[config.mk]
export PLATFORM = sky130hd
export DESIGN_NAME = pcma_coe_loader
export DESIGN_NICKNAME = d
export VERILOG_FILES = /design/src/rtl/pcma_pkg.sv /design/src/rtl/pcma_coe_bank.sv /design/src/rtl/pcma_coe_loader.sv
export SDC_FILE = /design/constraint.sdc
export NUM_CORES = 1
export LEC_CHECK = 0
export ABC_AREA = 0
export CORE_ASPECT_RATIO = 1.1
export CORE_MARGIN = 1
export CORE_UTILIZATION = 40
export CTS_CLUSTER_DIAMETER = 50
export CTS_CLUSTER_SIZE = 8
export DETAILED_ROUTE_END_ITERATION = 8
export HOLD_SLACK_MARGIN = 0.06
export SYNTH_ARGS = -nofsm -noshare
export SYNTH_HDL_FRONTEND = slang
export SYNTH_SLANG_ARGS = --single-unit
[constraint.sdc]
create_clock -name clk -period 4 [get_ports clk]
set_input_delay 0.6 -clock clk [delete_from_list [all_inputs] [get_ports clk]]
set_output_delay 0.6 -clock clk [all_outputs]
set_load 0.02 [all_outputs]
[src/rtl/pcma_pkg.sv]
// Shared definitions for the PCMA coefficient loader: default geometry and
// the load-sequencer state encoding.
package pcma_pkg;

  localparam int DEF_COE_WIDTH     = 16;
  localparam int DEF_INV_COE_WIDTH = 8;
  localparam int FULL_COE_WIDTH    = DEF_COE_WIDTH + DEF_INV_COE_WIDTH;
  localparam int DEF_EQ_LEN        = 19;
  localparam int DEF_ADDR_W        = 5;
  localparam int DEF_LOAD_GAP      = 2;

  typedef enum logic [2:0] {
    ST_IDLE,
    ST_PRESET,
    ST_PGAP,
    ST_LOAD,
    ST_WAIT,
    ST_DONE
  } state_e;

endpackage

[src/rtl/pcma_coe_bank.sv]
// Host-writable coefficient register file with range-checked write port and a
// registered read port that forwards a same-cycle write.
module pcma_coe_bank #(
  parameter int WIDTH  = pcma_pkg::FULL_COE_WIDTH,
  parameter int DEPTH  = pcma_pkg::DEF_EQ_LEN,
  parameter int ADDR_W = pcma_pkg::DEF_ADDR_W
) (
  input  logic              clk,
  input  logic              reset_n,
  input  logic              wr_en_i,
  input  logic              wr_allow_i,
  input  logic [ADDR_W-1:0] wr_addr_i,
  input  logic [WIDTH-1:0]  wr_data_i,
  output logic              wr_err_o,
  input  logic              rd_en_i,
  input  logic [ADDR_W-1:0] rd_addr_i,
  output logic [WIDTH-1:0]  rd_data_o
);

  localparam logic [ADDR_W:0] DEPTH_W = (ADDR_W + 1)'(DEPTH);

  logic [WIDTH-1:0] mem_q [DEPTH];
  logic [WIDTH-1:0] rd_data_q;
  logic             wr_err_q;
  logic             wr_ok;

  assign wr_ok = wr_en_i && wr_allow_i && ({1'b0, wr_addr_i} < DEPTH_W);

  // NOTE: the bank is flops, not a RAM macro, so it can and must be cleared
  // by reset; a true RAM would need an explicit clearing walk instead.
  always_ff @(posedge clk or negedge reset_n) begin
    if (!reset_n) begin
      for (int i = 0; i < DEPTH; i++) mem_q[i] <= '0;
      rd_data_q <= '0;
      wr_err_q  <= 1'b0;
    end else begin
      wr_err_q <= wr_en_i & ~wr_ok;
      if (wr_ok) mem_q[wr_addr_i] <= wr_data_i;
      // A write landing in the same cycle as the read wins, so start+write
      // streams the freshly written value.
      if (rd_en_i) rd_data_q <= (wr_ok && (wr_addr_i == rd_addr_i)) ? wr_data_i
                                                                   : mem_q[rd_addr_i];
    end
  end

  assign wr_err_o  = wr_err_q;
  assign rd_data_o = rd_data_q;

endmodule

[src/rtl/pcma_coe_loader.sv]
// Coefficient load sequencer for the PCMA equalizer: optional preset strobe,
// then EQ_LEN spaced load strobes, with teach enable gated while busy.
module pcma_coe_loader import pcma_pkg::*; #(
  parameter int COE_WIDTH     = DEF_COE_WIDTH,
  parameter int INV_COE_WIDTH = DEF_INV_COE_WIDTH,
  parameter int EQ_LEN        = DEF_EQ_LEN,
  parameter int ADDR_W        = DEF_ADDR_W,
  parameter int LOAD_GAP      = DEF_LOAD_GAP
) (
  input  logic                               clk,
  input  logic                               reset_n,
  input  logic                               cfg_wr_en,
  input  logic [ADDR_W-1:0]                  cfg_wr_addr,
  input  logic [COE_WIDTH+INV_COE_WIDTH-1:0] cfg_wr_data,
  output logic                               cfg_wr_err,
  input  logic                               start,
  input  logic                               use_preset,
  input  logic                               teach_req,
  output logic                               busy,
  output logic                               done,
  output logic                               o_preset_coe,
  output logic                               o_load_coe,
  output logic [COE_WIDTH+INV_COE_WIDTH-1:0] o_init_coe,
  output logic                               o_teach_en
);

  localparam int              FULL_W   = COE_WIDTH + INV_COE_WIDTH;
  localparam int              GAP_W    = (LOAD_GAP > 1) ? $clog2(LOAD_GAP) : 1;
  localparam logic [GAP_W-1:0] GAP_LAST = GAP_W'((LOAD_GAP > 0) ? LOAD_GAP - 1 : 0);
  localparam logic [ADDR_W-1:0] LAST_IDX = ADDR_W'(EQ_LEN - 1);

  state_e            state_q, state_d;
  logic [ADDR_W-1:0] idx_q, idx_d;
  logic [GAP_W-1:0]  gap_q, gap_d;
  logic              busy_q, done_q, preset_q, load_q, teach_q;

  // NOTE: every always_comb output gets a default first so no path can hold
  // a stale value and infer a latch.
  always_comb begin
    state_d = state_q;
    idx_d   = idx_q;
    gap_d   = gap_q;
    unique case (state_q)
      ST_IDLE: begin
        if (start) begin
          idx_d   = '0;
          state_d = use_preset ? ST_PRESET : ST_LOAD;
        end
      end
      ST_PRESET: state_d = ST_PGAP;
      ST_PGAP:   state_d = ST_LOAD;
      ST_LOAD: begin
        if (idx_q == LAST_IDX) begin
          state_d = ST_DONE;
        end else begin
          idx_d   = idx_q + ADDR_W'(1);
          gap_d   = '0;
          state_d = (LOAD_GAP > 0) ? ST_WAIT : ST_LOAD;
        end
      end
      ST_WAIT: begin
        if (gap_q == GAP_LAST) state_d = ST_LOAD;
        else                   gap_d   = gap_q + GAP_W'(1);
      end
      ST_DONE:   state_d = ST_IDLE;
      default:   state_d = ST_IDLE;
    endcase
  end

  // Outputs are registered from next state so strobes line up with the
  // state they belong to and with the bank's registered read data.
  // NOTE: sequential state uses non-blocking assignments only, so every flop
  // samples pre-edge values regardless of statement order.
  always_ff @(posedge clk or negedge reset_n) begin
    if (!reset_n) begin
      state_q  <= ST_IDLE;
      idx_q    <= '0;
      gap_q    <= '0;
      busy_q   <= 1'b0;
      done_q   <= 1'b0;
      preset_q <= 1'b0;
      load_q   <= 1'b0;
      teach_q  <= 1'b0;
    end else begin
      state_q  <= state_d;
      idx_q    <= idx_d;
      gap_q    <= gap_d;
      busy_q   <= (state_d != ST_IDLE);
      done_q   <= (state_d == ST_DONE);
      preset_q <= (state_d == ST_PRESET);
      load_q   <= (state_d == ST_LOAD);
      teach_q  <= teach_req & (state_d == ST_IDLE);
    end
  end

  pcma_coe_bank #(
    .WIDTH  (FULL_W),
    .DEPTH  (EQ_LEN),
    .ADDR_W (ADDR_W)
  ) u_bank (
    .clk        (clk),
    .reset_n    (reset_n),
    .wr_en_i    (cfg_wr_en),
    .wr_allow_i (state_q == ST_IDLE),
    .wr_addr_i  (cfg_wr_addr),
    .wr_data_i  (cfg_wr_data),
    .wr_err_o   (cfg_wr_err),
    .rd_en_i    (state_d == ST_LOAD),
    .rd_addr_i  (idx_d),
    .rd_data_o  (o_init_coe)
  );

  assign busy         = busy_q;
  assign done         = done_q;
  assign o_preset_coe = preset_q;
  assign o_load_coe   = load_q;
  assign o_teach_en   = teach_q;

endmodule

==> results_dict.tcl <==
set metrics [dict create \
    tightest_slew_ns 1.098 \
    cp.required_ns 4.46 \
    dr.pass1.iters 5 \
    die_w_um 230.9 \
    grt-ovfl-total 0 \
    r2r_cells 10 \
    drv_slew 0 \
    cp-end-kind "flip-flop" \
    max-cap-violations 0 \
    multi_input_area_um2 9797 \
    grt_pass1_vias 16830 \
    final_cell_mix "dfrtp_1 (495), mux2_2 (457), nand2_1 (230)" \
    synth_edf_count 0 \
    cp-start-kind "flip-flop" \
    rows 91 \
    die_area_um2 58610 \
    arrival_ns 3.93 \
    layout-drive-gt1-share_pct 31.17 \
    syn_area_um2 23060 \
    wl_per_cell_um 23.99 \
    leakagePower_nw 12.59 \
    initial_utilization_pct 40.83 \
    path_max_fanout 143 \
    place.gp.congestion 0.8100 \
    hold_class "in2async" \
    grt.total_usage_pct 23.02 \
    root_buffer "clkbuf_16" \
    synth.distinct_cells 57 \
    cts_hold_buf 0 \
    grt_max_degree 144 \
    vias 16320 \
    clk_latency_ns 0.59 \
    cts_tree "built" \
    ys_ff_latch 495 \
    hpwl_um 36450 \
    syn_to_final_growth_pct 14.97 \
    clk_pin_slew_worst_paths_ns 0.05 \
    core_um2 56470 \
    tns_ns 0 \
    setup_viol 0 \
    path_class "reg2reg" \
    drt-vias-per-instance 5.934 \
    grt_pass1_wl_um 102100 \
    seq_area_um2 12390 \
    postSynthAreaPerCell_um2 11.55 \
    peakVddDrop_v 0.0005349 \
    fin_skew_ns 0.01278 \
    hold_viol_final 0 \
    portBuffers 64 \
    io_pins 65 \
    synthCells 1997 \
    cts_buffer_depth 3 \
    period_minus_slack_ns 3.478 \
    ant_nets 0 \
    period_share_pct 86.96 \
    fin_cells 2750 \
    fill_cells 5170 \
    pwr_density_cell_nw_per_um2 584.9 \
    die_height_um 253.8 \
    ys_seq_area_share_pct 53.72 \
    status "complete, no violations" \
    place_inst 2662 \
    grt_antenna_before_repair 5 \
    max_freq_mhz 287.5 \
    cts_setup_buffers 0 \
    ys_async_sr_fraction_pct 100.0 \
    clkSinkCount 495 \
    wirelength_um 65980 \
    route.detailed.drc 0 \
    cts-resized-gates 0 \
    holdWs_ns 0.04089 \
    rsz0062_at_grt "no" \
    yosys_most_used_dff "dfrtp_1" \
    syn_nets 2034 \
    final_common_cell "dfrtp_1" \
    synth_warnings 0 \
    drtIter0Drc 1104 \
    cts-buffers-inserted 73 \
    nets 2030 \
    htree_levels 3 \
    slew_headroom_pct 26.78 \
]
## final cells by class
cell class | instances | share of cell area [%]
antenna | 1 | 0.009439
clock buffer | 82 | 7.414
clock inverter | 5 | 0.2171
inverter | 12 | 0.1982
multi-input combinational | 1289 | 36.95
sequential | 495 | 46.72
tap | 744 | 3.511
timing repair buffer | 122 | 4.974
## critical path, stage by stage, from the launching register on
cell      delay, ns
dfrtp_1        0.51
or4b_4         0.64
o21a_1         0.16
nand2_4        0.09
inv_4          0.04
buf_12         0.18
and3_1         0.44
a31oi_1        0.31
a21oi_1        0.11
a211oi_1       0.35
a31oi_1        0.14
## synth_stat cells (all sizes together), types with 2 or more instances
cell	count	share of area [%]
buf	66	1.6
nor2b	6	0.16
dfrtp	495	54
nand2b	24	0.65
o31ai	25	0.84
inv	12	0.20
mux2i	7	0.30
a41oi	2	0.076
a211oi	25	0.84
xor2	2	0.076
clkbuf	135	2.2
a21oi	50	1.1
nand4	3	0.11
nor3b	3	0.098
a31oi	186	5.1
ha	2	0.11
mux2	457	22
and3	117	3.2
nand3	103	2.2
o21ai	3	0.065
nand2	232	3.8
nor3	2	0.043
xnor2	2	0.076
nor2	15	0.27
or3	2	0.054
and2	2	0.065
o221ai	2	0.076
nand3b	3	0.11
## sequential cells by signal, summed over array words and instances (netlist names)
| register | flops |
|---|---|
| state_q | 3 |
| done | 1 |
| u_bank.mem_q | 456 |
| o_teach_en | 1 |
| busy | 1 |
| u_bank.rd_data_o | 24 |
| gap_q | 1 |
| o_preset_coe | 1 |
| idx_q | 5 |
| u_bank.wr_err_o | 1 |
| o_load_coe | 1 |
## cells by family (layout without fill, tap and decap cells)
logic type,Yosys count,in the layout,synth area share [%]
XOR/XNOR,4,4,0.1520
AO/OA/AOI/OAI,302,302,8.399
flip-flops,495,495,53.72
other,0,1,0
adder cells (fa/ha/maj),2,2,0.1085
buffers and inverters,213,221,4.021
multiplexers,464,464,22.62
AND/OR/NAND/NOR,517,517,10.98
## layer usage
metal | track usage [%] | up-vias | routed length (µm)
li1 | - | 7180 | -
met5 | 0 | - | 57
met4 | 10.03 | 8 | 2482
met2 | 36.56 | 500 | 31250
met1 | 30.30 | 8471 | 28320
met3 | 4.859 | 159 | 3876
## where the power goes
group	internal [mW]	switching (mW)
logic	1.29	3.09
registers	5.30	0.264
clock network	3.47	2.10
## through the flow
stage          utilization, %  power [mW]  worst slack (ns)  cell area, µm²
2_1_floorplan               -       8.358             1.536           23060
3_3_place_gp            43.36       9.952            0.2463           24490
3_5_place_dp            43.36       9.994            0.1178           24490
4_1_cts                 46.94       15.63            0.6895           26510
5_1_grt                 46.94       16.19            0.4120           26510
6_report                46.94       15.51            0.5216           26510
## worst paths after layout
| path | endpoint | slack, ns | start |
|---|---|---|---|
| hold / removal | u_bank.mem_q[258]$_DFFE_PN0P_ | 0.04 | reset_n |
| min in group clk | u_bank.mem_q[165]$_DFFE_PN0P_ | 0.49 | u_bank.mem_q[165]$_DFFE_PN0P_ |
| setup / recovery | u_bank.rd_data_o[23]$_DFFE_PN0P_ | 0.52 | state_q[0]$_DFF_PN0_ |
| hold reg to reg | u_bank.mem_q[165]$_DFFE_PN0P_ | 0.49 | u_bank.mem_q[165]$_DFFE_PN0P_ |
| setup reg to reg | u_bank.rd_data_o[23]$_DFFE_PN0P_ | 0.52 | state_q[0]$_DFF_PN0_ |
| max in group asynchronous | u_bank.mem_q[84]$_DFFE_PN0P_ | 2.86 | reset_n |
(Power assumes the default switching activity.)
